[src/rtl/peridot_txd_arbiter.sv]
// peridot_txd_arbiter: packet round-robin of two byte sources onto one PHY, with channel headers and escaping
module peridot_txd_arbiter #(
    parameter logic [7:0] CHANNEL_MARK  = 8'h7C,
    parameter logic [7:0] ESCAPE_CODE   = 8'h7D,
    parameter bit         HEADER_ALWAYS = 1'b0
) (
    input  logic       clk,
    input  logic       reset,
    output logic       in0_ready,
    input  logic       in0_valid,
    input  logic [7:0] in0_data,
    input  logic       in0_endofpacket,
    output logic       in1_ready,
    input  logic       in1_valid,
    input  logic [7:0] in1_data,
    input  logic       in1_endofpacket,
    input  logic       out_ready,
    output logic       out_valid,
    output logic [7:0] out_data,
    output logic       grant,
    output logic       busy
);
    typedef enum logic [1:0] {IDLE, HDR_MARK, HDR_CH, DATA} state_t;
    state_t     state_q;
    logic       out_valid_q, pend_valid_q, eop_seen_q, grant_q, rr_last_q, last_ch_q, last_vld_q;
    logic [7:0] out_data_q, pend_data_q;
    logic       load, take, accept, sel_eop, is_esc, pick_d, need_hdr_d;
    logic [7:0] sel_data;
    assign load       = ~out_valid_q | out_ready;
    assign take       = (state_q == DATA) & load & ~pend_valid_q;
    assign in0_ready  = take & ~grant_q;
    assign in1_ready  = take & grant_q;
    assign sel_data   = grant_q ? in1_data : in0_data;
    assign sel_eop    = grant_q ? in1_endofpacket : in0_endofpacket;
    assign accept     = take & (grant_q ? in1_valid : in0_valid);
    assign is_esc     = (sel_data == CHANNEL_MARK) | (sel_data == ESCAPE_CODE);
    // a tie goes to the channel that did not win last time
    assign pick_d     = (in0_valid & in1_valid) ? ~rr_last_q : in1_valid;
    assign need_hdr_d = HEADER_ALWAYS | ~last_vld_q | (pick_d != last_ch_q);
    assign out_valid  = out_valid_q;
    assign out_data   = out_data_q;
    assign grant      = grant_q;
    assign busy       = (state_q != IDLE) | out_valid_q | pend_valid_q;
    always_ff @(posedge clk) begin
        if (reset) begin
            state_q      <= IDLE;
            out_valid_q  <= 1'b0;
            out_data_q   <= 8'h00;
            pend_valid_q <= 1'b0;
            pend_data_q  <= 8'h00;
            eop_seen_q   <= 1'b0;
            grant_q      <= 1'b0;
            rr_last_q    <= 1'b1;
            last_ch_q    <= 1'b0;
            last_vld_q   <= 1'b0;
        end else begin
            if (load) out_valid_q <= 1'b0;
            case (state_q)
                IDLE: if (in0_valid | in1_valid) begin
                    grant_q   <= pick_d;
                    rr_last_q <= pick_d;
                    state_q   <= need_hdr_d ? HDR_MARK : DATA;
                end
                HDR_MARK: if (load) begin
                    out_valid_q <= 1'b1;
                    out_data_q  <= CHANNEL_MARK;
                    state_q     <= HDR_CH;
                end
                HDR_CH: if (load) begin
                    out_valid_q <= 1'b1;
                    out_data_q  <= {7'd0, grant_q};
                    last_ch_q   <= grant_q;
                    last_vld_q  <= 1'b1;
                    state_q     <= DATA;
                end
                DATA: if (load & pend_valid_q) begin
                    out_valid_q  <= 1'b1;
                    out_data_q   <= pend_data_q;
                    pend_valid_q <= 1'b0;
                    eop_seen_q   <= 1'b0;
                    if (eop_seen_q) state_q <= IDLE;
                end else if (accept) begin
                    out_valid_q <= 1'b1;
                    if (is_esc) begin
                        out_data_q   <= ESCAPE_CODE;
                        pend_data_q  <= sel_data ^ 8'h20;
                        pend_valid_q <= 1'b1;
                        eop_seen_q   <= sel_eop;
                    end else begin
                        out_data_q <= sel_data;
                        if (sel_eop) state_q <= IDLE;
                    end
                end
            endcase
        end
    end
endmodule

[config.mk]
export PLATFORM = sky130hd
export DESIGN_NAME = peridot_txd_arbiter
export DESIGN_NICKNAME = d
export VERILOG_FILES = /design/src/rtl/peridot_txd_arbiter.sv
export SDC_FILE = /design/constraint.sdc
export NUM_CORES = 1
export LEC_CHECK = 0
export ABC_CLOCK_PERIOD_IN_PS = 1800
export CORE_MARGIN = 2
export CORE_UTILIZATION = 35
export DETAILED_ROUTE_END_ITERATION = 6
export HOLD_SLACK_MARGIN = 0.12
export PLACE_DENSITY_LB_ADDON = 0.12
export SYNTH_ARGS = -nofsm -noshare
export SYNTH_HDL_FRONTEND = slang
export SYNTH_SLANG_ARGS = --single-unit
[constraint.sdc]
create_clock -name clk -period 1.8 [get_ports clk]
set_input_delay 0.36 -clock clk [delete_from_list [all_inputs] [get_ports clk]]
set_output_delay 0.36 -clock clk [all_outputs]
set_load 0.01 [all_outputs]
==> out/results.ini, run 1 <==
[routing]
firstDrtPassIters = 4
num_vias = 1438
ant_nets = 0
routed_wl_mm = 3.70
avgRoutedWirePerCell_um = 13.5
route.detailed.drc = 0
drt_iter0_markers = 66
routed_via_density = 5.25

[global_routing]
grt_first_pass_wirelength_mm = 6.11
track_usage_pct = 17.7
grt_max_degree = 25
grt_pass1_vias = 1341
antenna_found_initial = 0
overflow = 0

[finish]
layout_common_cells = clkdlybuf4s50_1 (31), dfxtp_1 (22), buf_4 (22)
mostFrequentLayoutCell = clkdlybuf4s50_1
diodes = 0
nets = 254
final_cells = 274
drive_above_1_share_pct = 18.6
fin_area_um2 = 2050
final_core_util_pct = 54.6
area_growth_pct = 46.8

[synthesis]
synth.ff_latch_count = 25
syn_inst = 171
synth-edff-count = 0
synthFlopType = dfxtp_1
synth-seq-area-share_pct = 35.9
synth.avg_cell_area_um2 = 8.15
synthesis.area_um2 = 1390
yosys_warnings = 0
synthArstFlopShare_pct = 0
synth_cell_types = 47
synthesis.nets = 198

[timing]
finalCritPeriodShare_pct = 96.9
fmax_mhz = 573
tns_ns = 0
fin_ws_ns = 0.0560
finalClockSkew_ns = 0.00325
rsz0062_at_grt = false
hold_violations = 0
period_needed_ns = 1.74
relSlewSlack_pct = 71.3
worst_pin_slew_ns = 0.429
whs_ns = 0.456
drv_slew = 0
setup-violations-final = 0

[die]
rows = 22
initial_utilization_pct = 37.2
pin_count = 36
core_um2 = 3740
die_w_um = 67.1
die_y_um = 67.1
dieArea_um2 = 4500

[clock_tree]
cts_root_buf = clkbuf_8
cts_buffers = 3
htreeDepth = 1
cts.path.max_buffers = 2
cts_tree = done
insertion_delay_ns = 0.26
clk_pin_slew_ns = 0.09
hold_buffers = 0
clkSinkCount = 25

[run_status]
outcome = finished, final reports clean

[worst_setup_path]
r2r-start = state_q[1]$_SDFFE_PP0P_
arrival_ns = 1.90
rr_worst_depth = 7
cp-endpoint = state_q[1]$_SDFFE_PP0P_
cp-startpoint = in1_valid
cp.required_ns = 1.96
startpoint_type = input pin
regToRegEndpoint = state_q[1]$_SDFFE_PP0P_
cp_max_fo = 2
critPathKind = input pin to register
critPathCaptureType = register
r2r_setup_slack_ns = 0.07

[power]
irDropWorstVdd_uv = 325
pwr_density_cell_nw_per_um2 = 965
p_leak_nw = 0.781
p_total_mw = 1.97

[placed_design]
post-place-cells = 270
gp_congestion = 0.814
port_buffers = 35
placed_cell_area_um2 = 1990
dp_hpwl_mm = 2.94
dp_slack_ns = -0.382

[worst_hold_path]
hp-class = register to register

[job]
drv_cap = 0

[critical path, stage by stage]
cell,delay (ns)
clkdlybuf4s50_1,0.48
mux2_4,0.16
o21ai_2,0.06
a22o_1,0.23
a311o_1,0.30
mux2_4,0.30
[sequential cells by signal, summed over array words and instances, names as in the netlist]
| register | cells |
|---|---|
| pend_valid_q | 1 |
| grant | 1 |
| last_ch_q | 1 |
| out_valid | 1 |
| pend_data_q | 8 |
| last_vld_q | 1 |
| rr_last_q | 1 |
| state_q | 2 |
| out_data | 8 |
| eop_seen_q | 1 |
[cell usage after synthesis, types with 2 or more instances]
master | count | share of area [%]
a211oi_1 | 6 | 3.2
a21oi_1 | 19 | 6.8
a31oi_1 | 2 | 0.90
and2_1 | 3 | 1.3
buf_2 | 2 | 0.72
clkbuf_1 | 7 | 1.9
dfxtp_1 | 25 | 36
ha_1 | 4 | 3.6
inv_1 | 7 | 1.9
mux2i_1 | 9 | 6.5
nand2_1 | 15 | 4.0
nand2b_1 | 3 | 1.3
nand3_1 | 7 | 2.5
nand4b_1 | 2 | 1.3
nor2_1 | 20 | 5.4
nor2b_1 | 2 | 0.90
o21a_1 | 2 | 1.1
o21ai_0 | 7 | 2.5
[what timing repair did]
item / CTS / global route
endpoints found under the hold margin: 0 / 0
pin swaps: 1 / 1
resized for setup: 15 / 4
endpoints found under the setup margin: 6 / 2
buffers inserted: 0 / 0
[power breakdown]
group / switching [mW] / internal [mW]
clock: 0.179 / 0.158
combinational: 0.430 / 0.495
sequential: 0.0665 / 0.645
[worst min path at each step]
stage,startpoint,endpoint,slack [ns],cells past startpoint
finish,pend_data_q[3]$_SDFFE_PP0P_,pend_data_q[3]$_SDFFE_PP0P_,0.46,2
global route,pend_data_q[3]$_SDFFE_PP0P_,pend_data_q[3]$_SDFFE_PP0P_,0.48,2
CTS,pend_data_q[3]$_SDFFE_PP0P_,pend_data_q[3]$_SDFFE_PP0P_,0.46,2
detailed placement,pend_data_q[2]$_SDFFE_PP0P_,pend_data_q[2]$_SDFFE_PP0P_,0.44,2
global placement,pend_data_q[3]$_SDFFE_PP0P_,pend_data_q[3]$_SDFFE_PP0P_,0.43,2
floorplan,pend_data_q[2]$_SDFFE_PP0P_,pend_data_q[2]$_SDFFE_PP0P_,0.43,2
[cell families after synthesis]
logic type | after synthesis | synth area share (%)
simple gates | 60 | 21.0
compound gates | 53 | 25.2
flops | 25 | 35.9
buf+inv | 17 | 5.30
mux | 11 | 8.35
fa+ha+maj | 4 | 3.59
xor+xnor | 1 | 0.628
[layout make-up]
cell class                      instances  area [µm²]
Sequential cell                        25         507
Fill cell                             361        1700
Clock buffer                            4        45.0
Multi-Input combinational cell        129         833
Tap cell                               48        60.1
Timing Repair Buffer                   61         574
Inverter                                7        26.3
[per-layer routing]
layer | up-vias | wire length (µm) | track usage [%]
met5 | - | 0 | 0
met4 | 0 | 8 | 2.30
met3 | 2 | 145 | 3.04
met2 | 31 | 1790 | 29.3
met1 | 678 | 1760 | 24.5
li1 | 727 | - | -
Power figures use the tool's default switching activity.
==> run 2, diff against run 1 <==
--- a/config.mk
+++ b/config.mk
@@ -8,9 +8,11 @@
 export ABC_CLOCK_PERIOD_IN_PS = 1800
 export CORE_MARGIN = 2
 export CORE_UTILIZATION = 35
+export CTS_CLUSTER_DIAMETER = 100
 export DETAILED_ROUTE_END_ITERATION = 6
 export HOLD_SLACK_MARGIN = 0.12
 export PLACE_DENSITY_LB_ADDON = 0.12
+export SETUP_SLACK_MARGIN = 0.3
 export SYNTH_ARGS = -nofsm -noshare
 export SYNTH_HDL_FRONTEND = slang
 export SYNTH_SLANG_ARGS = --single-unit
==> run 2 against run 1 <==
Maximum frequency down 0.76%. Cell count grew 3.6%. Setup slack lost 0.013 ns.
==> out/results.ini, run 2 (synthesized netlist as in run 1, its figures left out) <==
[run_status]
outcome = finished, final reports clean

[finish]
fin_area_um2 = 2300  ; +13%
layout_common_cells = buf_4 (26), dfxtp_1 (20), clkdlybuf4s50_1 (18)
final_cells = 284  ; +3.6%
mostFrequentLayoutCell = buf_4
final_core_util_pct = 61.6  ; +6.9 points
nets = 264  ; +3.9%
diodes = 0  ; unchanged
area_growth_pct = 65.4
drive_above_1_share_pct = 34.3  ; +16 points

[clock_tree]
clkSinkCount = 25  ; unchanged
cts_tree = done
cts.path.max_buffers = 2  ; unchanged
hold_buffers = 0  ; unchanged
cts_buffers = 3  ; unchanged
clk_pin_slew_ns = 0.09  ; about the same
htreeDepth = 1  ; unchanged
cts_root_buf = clkbuf_8
insertion_delay_ns = 0.27  ; about the same

[worst_setup_path]
regToRegEndpoint = state_q[1]$_SDFFE_PP0P_
arrival_ns = 1.92  ; +0.02 ns
r2r_setup_slack_ns = 0.04  ; -0.03 ns
critPathKind = register to register
cp_slowest_cell = dfxtp_4
path_cells = buf_6 > ha_4 > nor2_4 > o21bai_4 > a22o_1 > a311o_1 > mux2_4
cp_max_fo = 3  ; +1
critPathTopFamily = compound AO/OA/AOI/OAI gates
r2r-start = state_q[1]$_SDFFE_PP0P_
startpoint_type = register
critPathCaptureType = register
crit_buf_inv = 1  ; unchanged
cp.required_ns = 1.96  ; about the same
rr_worst_depth = 7  ; unchanged
cpPeakStageDelay_ns = 0.37  ; -0.11 ns

[routing]
drt_iter0_markers = 50  ; -24%
avgRoutedWirePerCell_um = 14.6  ; +8.1%
ant_nets = 0  ; unchanged
top_layer = met4
routed_via_density = 5.26  ; +0.24%
wl_met1_mm = 1.87  ; +6.4%
route.detailed.drc = 0  ; unchanged
firstDrtPassIters = 5  ; +1
routed_wl_mm = 4.15  ; +12%
met2_length_mm = 2.06  ; +15%
num_vias = 1494  ; +3.9%
met3_length_um = 177  ; +22%

[placed_design]
dp_slack_ns = -0.363  ; +0.0187 ns
placed_cell_area_um2 = 2000  ; +0.57%
gp_congestion = 0.859  ; +5.5%
post-place-cells = 270  ; unchanged
dp_hpwl_mm = 3.03  ; +2.9%
port_buffers = 35  ; unchanged

[job]
drv_cap = 0  ; unchanged

[timing]
worst_pin_slew_ns = 0.625  ; +0.196 ns
fmax_mhz = 569  ; -0.76%
period_needed_ns = 1.76  ; +0.0133 ns
fin_ws_ns = 0.0426  ; -0.0133 ns
rsz0062_at_grt = true
hold_violations = 0  ; unchanged
setup-violations-final = 0  ; unchanged
whs_ns = 0.469  ; +0.0130 ns
drv_slew = 0  ; unchanged
finalCritPeriodShare_pct = 97.6  ; +0.74 points
relSlewSlack_pct = 58.2  ; -13 points
tns_ns = 0  ; unchanged
finalClockSkew_ns = 0.00179  ; -0.00147 ns

[worst_hold_path]
worstHoldEndpoint = pend_data_q[3]$_SDFFE_PP0P_
min_from = pend_data_q[3]$_SDFFE_PP0P_
hold_depth = 2  ; unchanged
hp-class = register to register

[global_routing]
overflow = 0  ; unchanged
track_usage_pct = 20.2  ; +2.5 points
antenna_found_initial = 0  ; unchanged
grt_pass1_vias = 1481  ; +10%
grt_first_pass_wirelength_mm = 6.82  ; +12%
grt_max_degree = 18  ; -28%

[die]
pin_count = 36  ; unchanged
dieArea_um2 = 4500  ; unchanged
initial_utilization_pct = 37.2  ; unchanged
rows = 22  ; unchanged
die_y_um = 67.1  ; unchanged
core_um2 = 3740  ; unchanged
die_w_um = 67.1  ; unchanged

[power]
pwr-share-clk_pct = 15.3  ; -1.8 points
swShare_pct = 35.6  ; +1.4 points
pwr_density_cell_nw_per_um2 = 942  ; -2.3%
pwr-share-seq_pct = 33.8  ; -2.2 points
p_comb_share_pct = 50.8  ; +3.9 points
p_leak_nw = 0.940  ; +20%
p_total_mw = 2.17  ; +10%
internal_power_mw = 1.40  ; +7.7%
irDropWorstVdd_uv = 616  ; +89%
power.switching_uw = 773  ; +14%

[run 2: cell count changes in the layout (fill, tap and decap cells not counted), sizes merged]
cell	previous run	this run
clkbuf	4	5
clkdlybuf4s50	31	18
dlymetal6s2s	0	4
buf	28	38
dlygate4sd2	2	10
[run 2: worst min-delay path, cell delays in order, from the launching register on]
cell	delay, ns
dfxtp_1	0.32
inv_1	0.06
a21oi_2	0.05
[run 2: what timing repair did]
item | in CTS | in global routing
resized for setup | 47 | 29
cloned | 0 | 0
setup endpoints to repair | 31 | 26
pin swaps | 9 | 11
setup buffers | 5 | 5
[run 2: how the worst max path moves through the flow]
stage                       startpoint                      end  depth (start not counted)
2_1_floorplan  state_q[0]$_SDFFE_PP0P_  state_q[1]$_SDFFE_PP0P_                          7
3_3_place_gp                 out_ready                in1_ready                          5
3_5_place_dp                 out_ready                in1_ready                          5
4_1_cts        state_q[1]$_SDFFE_PP0P_  state_q[1]$_SDFFE_PP0P_                          7
5_1_grt        state_q[1]$_SDFFE_PP0P_  state_q[1]$_SDFFE_PP0P_                          7
6_report       state_q[1]$_SDFFE_PP0P_  state_q[1]$_SDFFE_PP0P_                          7
[run 2: area by class of cell]
cell class,instances,area [µm²]
clock buffer,4,45.0
timing repair buffer,71,662
tap,48,60.1
fill,335,1440
multi-input combinational,129,987
sequential,25,517
inverter,7,33.8
[run 2: layer usage]
layer	GRT usage (%)	up-vias
met5	0	-
met4	4.34	0
met3	4.05	4
met2	36.9	43
met1	24.2	693
li1	-	754
[run 2: power groups by stage]
stage                     registers (mW)  logic (mW)  clock network (mW)
after detailed placement           0.725       0.946                   0
after CTS                          0.726        1.02               0.340
after global routing               0.746        1.22               0.362
after floorplan                    0.733       0.496                   0
after global placement             0.717       0.931                   0
final                              0.735        1.10               0.333
